==> src/rtl/msdap_serial_tx.sv <==
// Parallel-to-serial word sender for the MSDAP input port: takes L/R word pairs,
// emits them MSB first on InputL/InputR with a Frame pulse on the first bit.
module msdap_serial_tx #(
  parameter int WORD_W = 16,
  parameter int GAP    = 0
) (
  input  logic              DCLK,
  input  logic              Reset_n,
  input  logic              flush,
  input  logic              word_valid,
  input  logic [WORD_W-1:0] word_l,
  input  logic [WORD_W-1:0] word_r,
  output logic              word_ready,
  input  logic              in_ready,
  output logic              Frame,
  output logic              InputL,
  output logic              InputR,
  output logic              busy,
  output logic [9:0]        word_count
);

  localparam int CNT_W = (WORD_W > 1) ? $clog2(WORD_W) : 1;
  localparam logic [CNT_W-1:0] BIT_LAST = CNT_W'(WORD_W - 1);
  localparam int GAP_LAST_I = (GAP > 0) ? GAP - 1 : 0;
  localparam logic [3:0] GAP_LAST = GAP_LAST_I[3:0];
  localparam logic NO_GAP = (GAP == 0);

  localparam logic [1:0] ST_IDLE  = 2'd0;
  localparam logic [1:0] ST_SHIFT = 2'd1;
  localparam logic [1:0] ST_GAP   = 2'd2;

  logic [1:0]       state_reg, state_next;
  logic [CNT_W-1:0] bit_cnt_reg, bit_cnt_next;
  logic [3:0]       gap_cnt_reg, gap_cnt_next;
  logic             frame_reg, frame_next;
  logic [9:0]       word_count_reg;
  logic             load, shift_en, count_inc, accept;
  logic [1:0]       sdata;
  logic [WORD_W-1:0] word_in [2];

  assign word_in[0] = word_l;
  assign word_in[1] = word_r;

  // Back-to-back acceptance only exists without a gap: the next word can then
  // start in the cycle right after bit 0.
  assign word_ready = !flush && in_ready &&
                      ((state_reg == ST_IDLE) ||
                       (state_reg == ST_SHIFT && bit_cnt_reg == '0 && NO_GAP));
  assign accept = word_valid && word_ready;

  always_comb begin
    state_next   = state_reg;
    bit_cnt_next = bit_cnt_reg;
    gap_cnt_next = gap_cnt_reg;
    frame_next   = 1'b0;
    load         = 1'b0;
    shift_en     = 1'b0;
    count_inc    = 1'b0;
    if (flush) begin
      state_next   = ST_IDLE;
      bit_cnt_next = BIT_LAST;
      gap_cnt_next = '0;
    end else begin
      case (state_reg)
        ST_IDLE: begin
          if (accept) begin
            state_next   = ST_SHIFT;
            bit_cnt_next = BIT_LAST;
            frame_next   = 1'b1;
            load         = 1'b1;
          end
        end
        ST_SHIFT: begin
          if (bit_cnt_reg != '0) begin
            bit_cnt_next = bit_cnt_reg - CNT_W'(1);
            shift_en     = 1'b1;
          end else begin
            count_inc    = 1'b1;
            bit_cnt_next = BIT_LAST;
            if (accept) begin
              frame_next = 1'b1;
              load       = 1'b1;
            end else if (!NO_GAP) begin
              state_next   = ST_GAP;
              gap_cnt_next = GAP_LAST;
            end else begin
              state_next = ST_IDLE;
            end
          end
        end
        ST_GAP: begin
          if (gap_cnt_reg == '0) begin
            state_next = ST_IDLE;
          end else begin
            gap_cnt_next = gap_cnt_reg - 4'd1;
          end
        end
        default: begin
          state_next   = ST_IDLE;
          bit_cnt_next = BIT_LAST;
        end
      endcase
    end
  end

  always_ff @(posedge DCLK or negedge Reset_n) begin
    if (!Reset_n) begin
      state_reg      <= ST_IDLE;
      bit_cnt_reg    <= BIT_LAST;
      gap_cnt_reg    <= '0;
      frame_reg      <= 1'b0;
      word_count_reg <= '0;
    end else begin
      state_reg   <= state_next;
      bit_cnt_reg <= bit_cnt_next;
      gap_cnt_reg <= gap_cnt_next;
      frame_reg   <= frame_next;
      if (count_inc) begin
        word_count_reg <= word_count_reg + 10'd1;
      end
    end
  end

  // One identical shifter per channel; output bit is registered and forced to 0
  // whenever no bit is being sent (idle, gap, flush).
  genvar gi;
  generate
    for (gi = 0; gi < 2; gi++) begin : g_chan
      logic [WORD_W-1:0] shift_reg;
      logic              sdata_reg;

      always_ff @(posedge DCLK or negedge Reset_n) begin
        if (!Reset_n) begin
          shift_reg <= '0;
          sdata_reg <= 1'b0;
        end else if (load) begin
          sdata_reg <= word_in[gi][WORD_W-1];
          shift_reg <= {word_in[gi][WORD_W-2:0], 1'b0};
        end else if (shift_en) begin
          sdata_reg <= shift_reg[WORD_W-1];
          shift_reg <= {shift_reg[WORD_W-2:0], 1'b0};
        end else begin
          sdata_reg <= 1'b0;
        end
      end

      assign sdata[gi] = sdata_reg;
    end
  endgenerate

  assign Frame      = frame_reg;
  assign InputL     = sdata[0];
  assign InputR     = sdata[1];
  assign busy       = (state_reg != ST_IDLE);
  assign word_count = word_count_reg;

endmodule

==> config.mk <==
export PLATFORM = sky130hd
export DESIGN_NAME = msdap_serial_tx
export DESIGN_NICKNAME = d
export VERILOG_FILES = /design/src/rtl/msdap_serial_tx.sv
export SDC_FILE = /design/constraint.sdc
export NUM_CORES = 1
export LEC_CHECK = 0
export BUFFER_PORTS_ARGS = -buffer_cell sky130_fd_sc_hd__buf_4
export CORE_MARGIN = 10
export CORE_UTILIZATION = 57
export CTS_CLUSTER_DIAMETER = 150
export DETAILED_ROUTE_END_ITERATION = 16
export PLACE_DENSITY = 0.84
export SLEW_MARGIN = 20
export SYNTH_ARGS = -nofsm -noshare
export SYNTH_HDL_FRONTEND = slang
export SYNTH_SLANG_ARGS = --single-unit
==> constraint.sdc <==
create_clock -name DCLK -period 3.7 [get_ports DCLK]
set_input_delay 0 -clock DCLK [delete_from_list [all_inputs] [get_ports DCLK]]
set_output_delay 0 -clock DCLK [all_outputs]
set_load 0.005 [all_outputs]
* Word level (Yosys, flattened, before mapping)
Index checks and enable logic that the tools add are counted.
** Cells by class
- Reduce and logical (&&, ||, !) cells :: 16
- Add/sub/neg operators :: 3
- Multiplexer cells :: 31
- Equality and inequality tests :: 8
** Operator list (count)
- $mux W16 :: 4
- $mux W4 :: 6
- $mux W1 :: 13
- $ne A3 B3 Y1 const B :: 4
- $pmux W4 S3 :: 1
- $add A10 B1 Y10 const B :: 1
- $mux W2 :: 5
- $logic_not A4 Y1 :: 2
- $sub A4 B1 Y4 const B :: 2
- $pmux W2 S3 :: 1
- $reduce_bool A2 Y1 :: 3
- $logic_and A1 B1 Y1 :: 4
- $ne A2 B2 Y1 const B :: 2
- $reduce_and A2 Y1 :: 2
- $reduce_and A4 Y1 :: 1
- $reduce_bool A4 Y1 :: 1
- $eq A2 B1 Y1 const B :: 1
- $eq A2 B2 Y1 const B :: 1
- $logic_not A2 Y1 :: 1
- $pmux W1 S2 :: 1
- $logic_not A1 Y1 :: 1
- $logic_or A1 B1 Y1 :: 1
** Word-level totals
- Register bits after elaboration :: 55
- Output and inout port bits :: 15
- Logic and storage cells :: 67
- Bits of input ports :: 37

* Longest topological paths before layout
- Depth after elaboration :: 10
- Gate-level depth with buffers :: 9
- Gate-level depth less buffers :: 6

* Least setup slack after synthesis
OpenSTA, ideal clock, no wires.
- Path type :: reg-to-reg
- Start point :: register bit_cnt_reg[0]
- End point :: register g_chan[0].shift_reg[10]
- Stages on the path, launching flop included :: 10
- Path slack :: 1.713 ns
- Arrival time :: 1.861 ns
- Library setup time :: 0.126 ns
- Buffers on the path :: 3
- Cells stage by stage :: dfstp_2 -> inv_1 -> ha_1 -> or3b_1 -> buf_6 -> a21o_4 -> clkinv_2 -> buf_12 -> buf_12 -> a221o_1
** Between the ends
- Longest elaborated chain between the ends :: 10
- Elaborated cells on any way between the ends :: 15
- Classes of those cells :: 8 x mux; 7 x reduce/logical
** Ends and longest elaborated chain
- from (decl) :: line 33 : logic [CNT_W-1:0] bit_cnt_reg, bit_cnt_next;
- from (signal assigned) :: line 115 : bit_cnt_reg <= bit_cnt_next;
- $logic_not A4 Y1 :: line 48 : (state_reg == ST_SHIFT && bit_cnt_reg == '0 && NO_GAP));
- $logic_and A1 B1 Y1 :: line 48
- $logic_or A1 B1 Y1 :: line 47 : ((state_reg == ST_IDLE) ||
- $logic_and A1 B1 Y1 :: line 46 : assign word_ready = !flush && in_ready &&
- $logic_and A1 B1 Y1 :: line 49 : assign accept = word_valid && word_ready;
- $mux W1 :: line 66, 80
- $mux W1 :: line 74 : if (bit_cnt_reg != '0) begin
- $pmux W1 S2 :: line 64 : case (state_reg)
- $mux W1 :: line 59 : if (flush) begin
- $mux W16 or $reduce_bool A2 Y1 (tied branches)
- to (signal assigned) :: line 138 : shift_reg <= {word_in[gi][WORD_W-2:0], 1'b0};
- to (signal assigned) :: line 141 : shift_reg <= {shift_reg[WORD_W-2:0], 1'b0};
- to (decl) :: line 129 : logic [WORD_W-1:0] shift_reg;
Several ways; a longest one is shown, not always the timed one.
A chain may end at the register's enable or synchronous reset.

* Worst setup path after layout
- Start point :: register bit_cnt_reg[0]
- End point :: register g_chan[0].shift_reg[12]
The elaborated chain is that of the path after synthesis.

==> flow_results.org <==
** Detailed routing
- Antenna violation net count after detailed routing :: 0
- For this run, the detailed router's first-pass iteration total came to 6.
- DR vias/cell :: a little under 6
- The routed layout has 1873 vias.
- For this run, design rule violations remaining after detail routing come to 0.
- Dividing the detail-routed wire length by the instance count gives 19.13 um.
- For this block, the initial DRC count from the detailed router was approximately 150.
- Final wirelength :: 6.104 mm

** Logic synthesis
- Total standard cell area after synthesis :: 0.002226 mm^2
- Synth area leader :: sky130_fd_sc_hd__dfrtp_1
- Number of synthesized flops with an enable pin :: 0
- For this run, the leading register cell type out of synthesis is sky130_fd_sc_hd__dfrtp_1.
- For this run, asynchronously set or reset flops after synthesis account for 100.0%.
- Gate Count Post-Synth :: 187
- Sequential fraction of the synthesis area :: a little over half
- Syn_nets :: between 200 and 250
- In this run the biggest area consumer among cell types represents between 40% and 50% of the synthesized area.
- Cell types occupying the most area after synthesis :: sky130_fd_sc_hd__dfrtp_1 (49%), sky130_fd_sc_hd__a221o_1 (12%), sky130_fd_sc_hd__and3_1 (7.3%), sky130_fd_sc_hd__dfstp_2 (4.7%), sky130_fd_sc_hd__xor2_1 (2.8%)
- Count of warnings emitted by yosys :: 0
- Syn avg cell area :: 11.90 um^2
- Synthesis inferred 48 register bits.
- Count of distinct cell types in the synthesized netlist :: 39

** Floorplan
- Ports placed on the boundary :: between 50 and 60
- The floorplan step set the die height to 82.49 um.
- Initial standard-cell utilization of the core :: between 50% and 60%
- The core region is around 0.0037 mm^2.
- Die boundary width :: 82.49 um
- The floorplan step defined a die boundary enclosing ~0.007 mm^2.
- After floorplanning, the core was divided into 22 placement rows.

** Timing
- Summed over all failing endpoints, the final setup total negative slack is 0 ns.
- The routed design could run at a clock period as short as ~2.4 ns.
- Setup repair after global routing left no endpoint under its margin.
- Final Hold Vio Count :: 0
- Setup violations remaining at the end of the flow were counted as 0.
- Based on the critical path, the design can be clocked at up to ~420 MHz.
- Final slew viol count :: 0
- The final critical path takes up roughly 65% of the cycle.
- Worst clock skew :: 0.009936 ns
- For the pin with the worst max-slew slack, the measured transition is 0.7283 ns.
- In this run the tightest slew margin relative to its limit is between 50% and 60%.

** Power
- Maximum resistive drop on vdd :: 0.2234 mV
- For this design the ratio of total power to cell area is between 300 and 400 mW/mm^2.
- Lkg Pwr :: between 1.5 and 2 nW

** Final layout
- Layout fillers :: about 240
- Synth-to-layout area growth :: 36.03%
- Register Area :: 0.001206 mm^2
- The register with the most flip-flops in the layout has 30 of them.
- Of the cells placed in the final design, the portion with a size suffix greater than 1 is between 20% and 30%.
- Multi-input gate area :: around 900 um^2
- After the last flow step, the layout net total stands at between 300 and 400.
- Post-layout util :: ~80%

** Place
- At the end of routability-driven placement, the weighted congestion stood at approximately 0.80.
- Detailed placement finished with a half-perimeter wire length of between 3 and 4 mm.
- In this run the tool buffered the top-level ports with a little over 50 buffer cells.

** GRT
- The via count of the first global-routing pass was 2000.
- The first global-routing pass estimated around 9.8 mm of wire.
- Total track usage :: around 19%
- For this run the aggregate overflow at the end of global routing stands at 0.
- The initial antenna violation count is 2.
- Pin count of the biggest net entering global routing :: 49

** Worst setup path
- Startpoint of the worst register-to-register path :: bit_cnt_reg[0]
- Delay of the slowest cell on the worst path :: about 0.55 ns
- STA classifies the critical path endpoint as a flop.
- Standard cell with the maximum stage delay on the critical path :: sky130_fd_sc_hd__dfstp_2
- The critical path in this run is classified as flop to flop.
- Largest fanout of any net on the critical path :: 33
- Signal arrival time at the worst endpoint :: between 2 and 3 ns
- STA classifies the critical path startpoint as a flop.
- WP data required :: about 3.9 ns
- Tracing the worst setup path back leads to its startpoint at bit_cnt_reg[0].
- Across all register-to-register paths, the minimum setup slack is between 1 and 1.5 ns.
- Walking the worst path, the cells encountered are inv_1 > ha_1 > or3b_1 > buf_4 > a21o_4 > clkinv_2 > a221o_1.

** Clocking
- The root buffer cell chosen for the clock tree is sky130_fd_sc_hd__clkbuf_8.
- Max clock buf depth :: 2
- The number of clock buffers added by TritonCTS is 5.
- Hold buffer count at CTS :: 34
- TritonCTS built the clock tree.
- Clock latency on the worst-skew pair, taken at its later pin, is approximately 0.30 ns.
- Clock Sink Count :: 48
- The clock tree synthesis step divided the H-tree into 2 levels.
- Once the clock tree was built, the setup fixing pass inserted 0 buffers.
- Clock-pin slew reported for the worst setup and hold paths after clock tree synthesis :: roughly 0.090 ns
- Gates resized, CTS repair :: 0

** Run status
- The run finished with clean final reports.

** Worst hold path
- The startpoint identified for the worst hold timing path is word_valid.
- The tightest min-delay check is of the primary input to flop type.

** Run
- Across the run, the number of max-cap violations was 0.
## cell type report
cell class                      count  area share (%)
Multi-Input combinational cell    119           29.67
Antenna cell                        3          0.2479
Clock inverter                      1          0.2479
Timing Repair Buffer               87           24.38
Sequential cell                    48           39.83
Tap cell                           48           1.983
Clock buffer                        7           2.851
Inverter                            6          0.7851
## cells in the mapped netlist (2+ instances only)
library cell	number
sky130_fd_sc_hd__nor3_1	3
sky130_fd_sc_hd__clkbuf_1	7
sky130_fd_sc_hd__nand2b_1	2
sky130_fd_sc_hd__buf_12	2
sky130_fd_sc_hd__nor2_1	5
sky130_fd_sc_hd__a211oi_1	3
sky130_fd_sc_hd__and3_1	26
sky130_fd_sc_hd__xnor2_1	4
sky130_fd_sc_hd__dfstp_2	4
sky130_fd_sc_hd__a221o_1	26
sky130_fd_sc_hd__nand2_1	6
sky130_fd_sc_hd__or2_2	2
sky130_fd_sc_hd__mux2i_1	2
sky130_fd_sc_hd__inv_1	5
sky130_fd_sc_hd__xor2_1	7
sky130_fd_sc_hd__a22o_1	2
sky130_fd_sc_hd__o21ai_0	4
sky130_fd_sc_hd__ha_1	2
sky130_fd_sc_hd__nor4_1	4
sky130_fd_sc_hd__dfrtp_1	44
sky130_fd_sc_hd__nand3_1	3
sky130_fd_sc_hd__a21oi_1	4
sky130_fd_sc_hd__buf_2	3
sky130_fd_sc_hd__a31oi_1	2
## through the flow
stage | area [um^2] | hold slack [ns] | std cells | total power [W] | setup WS [ns]
after floorplan | 2226 | -0.2956 | 187 | 0.0007499 | 1.713
after global placement | 2586 | 0.03818 | 274 | 0.0008172 | 1.387
after detailed placement | 2586 | 0.04156 | 274 | 0.0008289 | 1.336
after CTS | 3020 | 0.1086 | 316 | 0.001180 | 1.329
after global routing | 3025 | 0.1313 | 318 | 0.001229 | 1.158
final | 3028 | 0.1156 | 319 | 0.001186 | 1.295
## kinds of logic (layout without fill, tap and decap cells)
| kind of cell | after synthesis | in the layout | synth area share [%] |
|---|---|---|---|
| buffers and inverters | 20 | 101 | 5.565 |
| multiplexers | 3 | 3 | 1.405 |
| AND/OR/NAND/NOR | 58 | 58 | 15.29 |
| XOR/XNOR | 11 | 11 | 4.328 |
| AO/OA/AOI/OAI | 45 | 45 | 18.10 |
| flip-flops | 48 | 48 | 54.19 |
| adder cells (fa/ha/maj) | 2 | 2 | 1.124 |
| other | 0 | 3 | 0 |
## path summary, 6_finish.rpt
check,end,depth (start not counted)
setup / recovery,g_chan[0].shift_reg[12],7
hold / removal,bit_cnt_reg[1],4
setup reg to reg,g_chan[0].shift_reg[12],7
hold reg to reg,word_count[9],1
max in group asynchronous,word_count[2],2
min in group asynchronous,g_chan[0].shift_reg[9],2
## worst max-delay path: cells and delay by family, from the launching register on
| family | cells | cell delay, ns |
|---|---|---|
| AO/OA/AOI/OAI | 2 | 0.70 |
| buffers and inverters | 3 | 0.65 |
| flip-flops | 1 | 0.55 |
| adder cells (fa/ha/maj) | 1 | 0.23 |
| AND/OR/NAND/NOR | 1 | 0.17 |
## metal layers
layer / GRT usage (%) / routed length, um
met3: 5.400 / 444
met1: 21.68 / 2431
met4: 10.54 / 193
met5: 0 / 0
met2: 29.94 / 3034
## cells in the final DEF (no fill, tap or decap), types with 2 or more instances in the layout
master | Yosys | routed
sky130_fd_sc_hd__a221o_1 | 26 | 26
sky130_fd_sc_hd__ha_1 | 2 | 2
sky130_fd_sc_hd__a211oi_1 | 3 | 3
sky130_fd_sc_hd__a31oi_1 | 2 | 2
sky130_fd_sc_hd__a21oi_1 | 4 | 4
sky130_fd_sc_hd__nand3_1 | 3 | 3
sky130_fd_sc_hd__dfstp_2 | 4 | 4
sky130_fd_sc_hd__buf_4 | 1 | 53
sky130_fd_sc_hd__a22o_1 | 2 | 2
sky130_fd_sc_hd__mux2i_1 | 2 | 2
sky130_fd_sc_hd__nor2_1 | 5 | 5
sky130_fd_sc_hd__diode_2 | 0 | 3
sky130_fd_sc_hd__xor2_1 | 7 | 7
sky130_fd_sc_hd__clkbuf_8 | 0 | 6
sky130_fd_sc_hd__and3_1 | 26 | 26
sky130_fd_sc_hd__nor3_1 | 3 | 3
sky130_fd_sc_hd__nand2_1 | 6 | 6
sky130_fd_sc_hd__or2_2 | 2 | 2
sky130_fd_sc_hd__dlygate4sd3_1 | 0 | 34
sky130_fd_sc_hd__inv_1 | 5 | 5
sky130_fd_sc_hd__xnor2_1 | 4 | 4
sky130_fd_sc_hd__o21ai_0 | 4 | 4
sky130_fd_sc_hd__nor4_1 | 4 | 4
sky130_fd_sc_hd__nand2b_1 | 2 | 2
sky130_fd_sc_hd__dfrtp_1 | 44 | 44
## report_power, final
group	total (W)	leakage, nW	switching (W)	internal [W]
combinational	0.000202	0.884	0.0000788	0.000124
sequential	0.000655	0.616	0.0000508	0.000604
clock	0.000328	0.0445	0.000176	0.000152
Note: power is estimated with default switching activity, not from simulation.
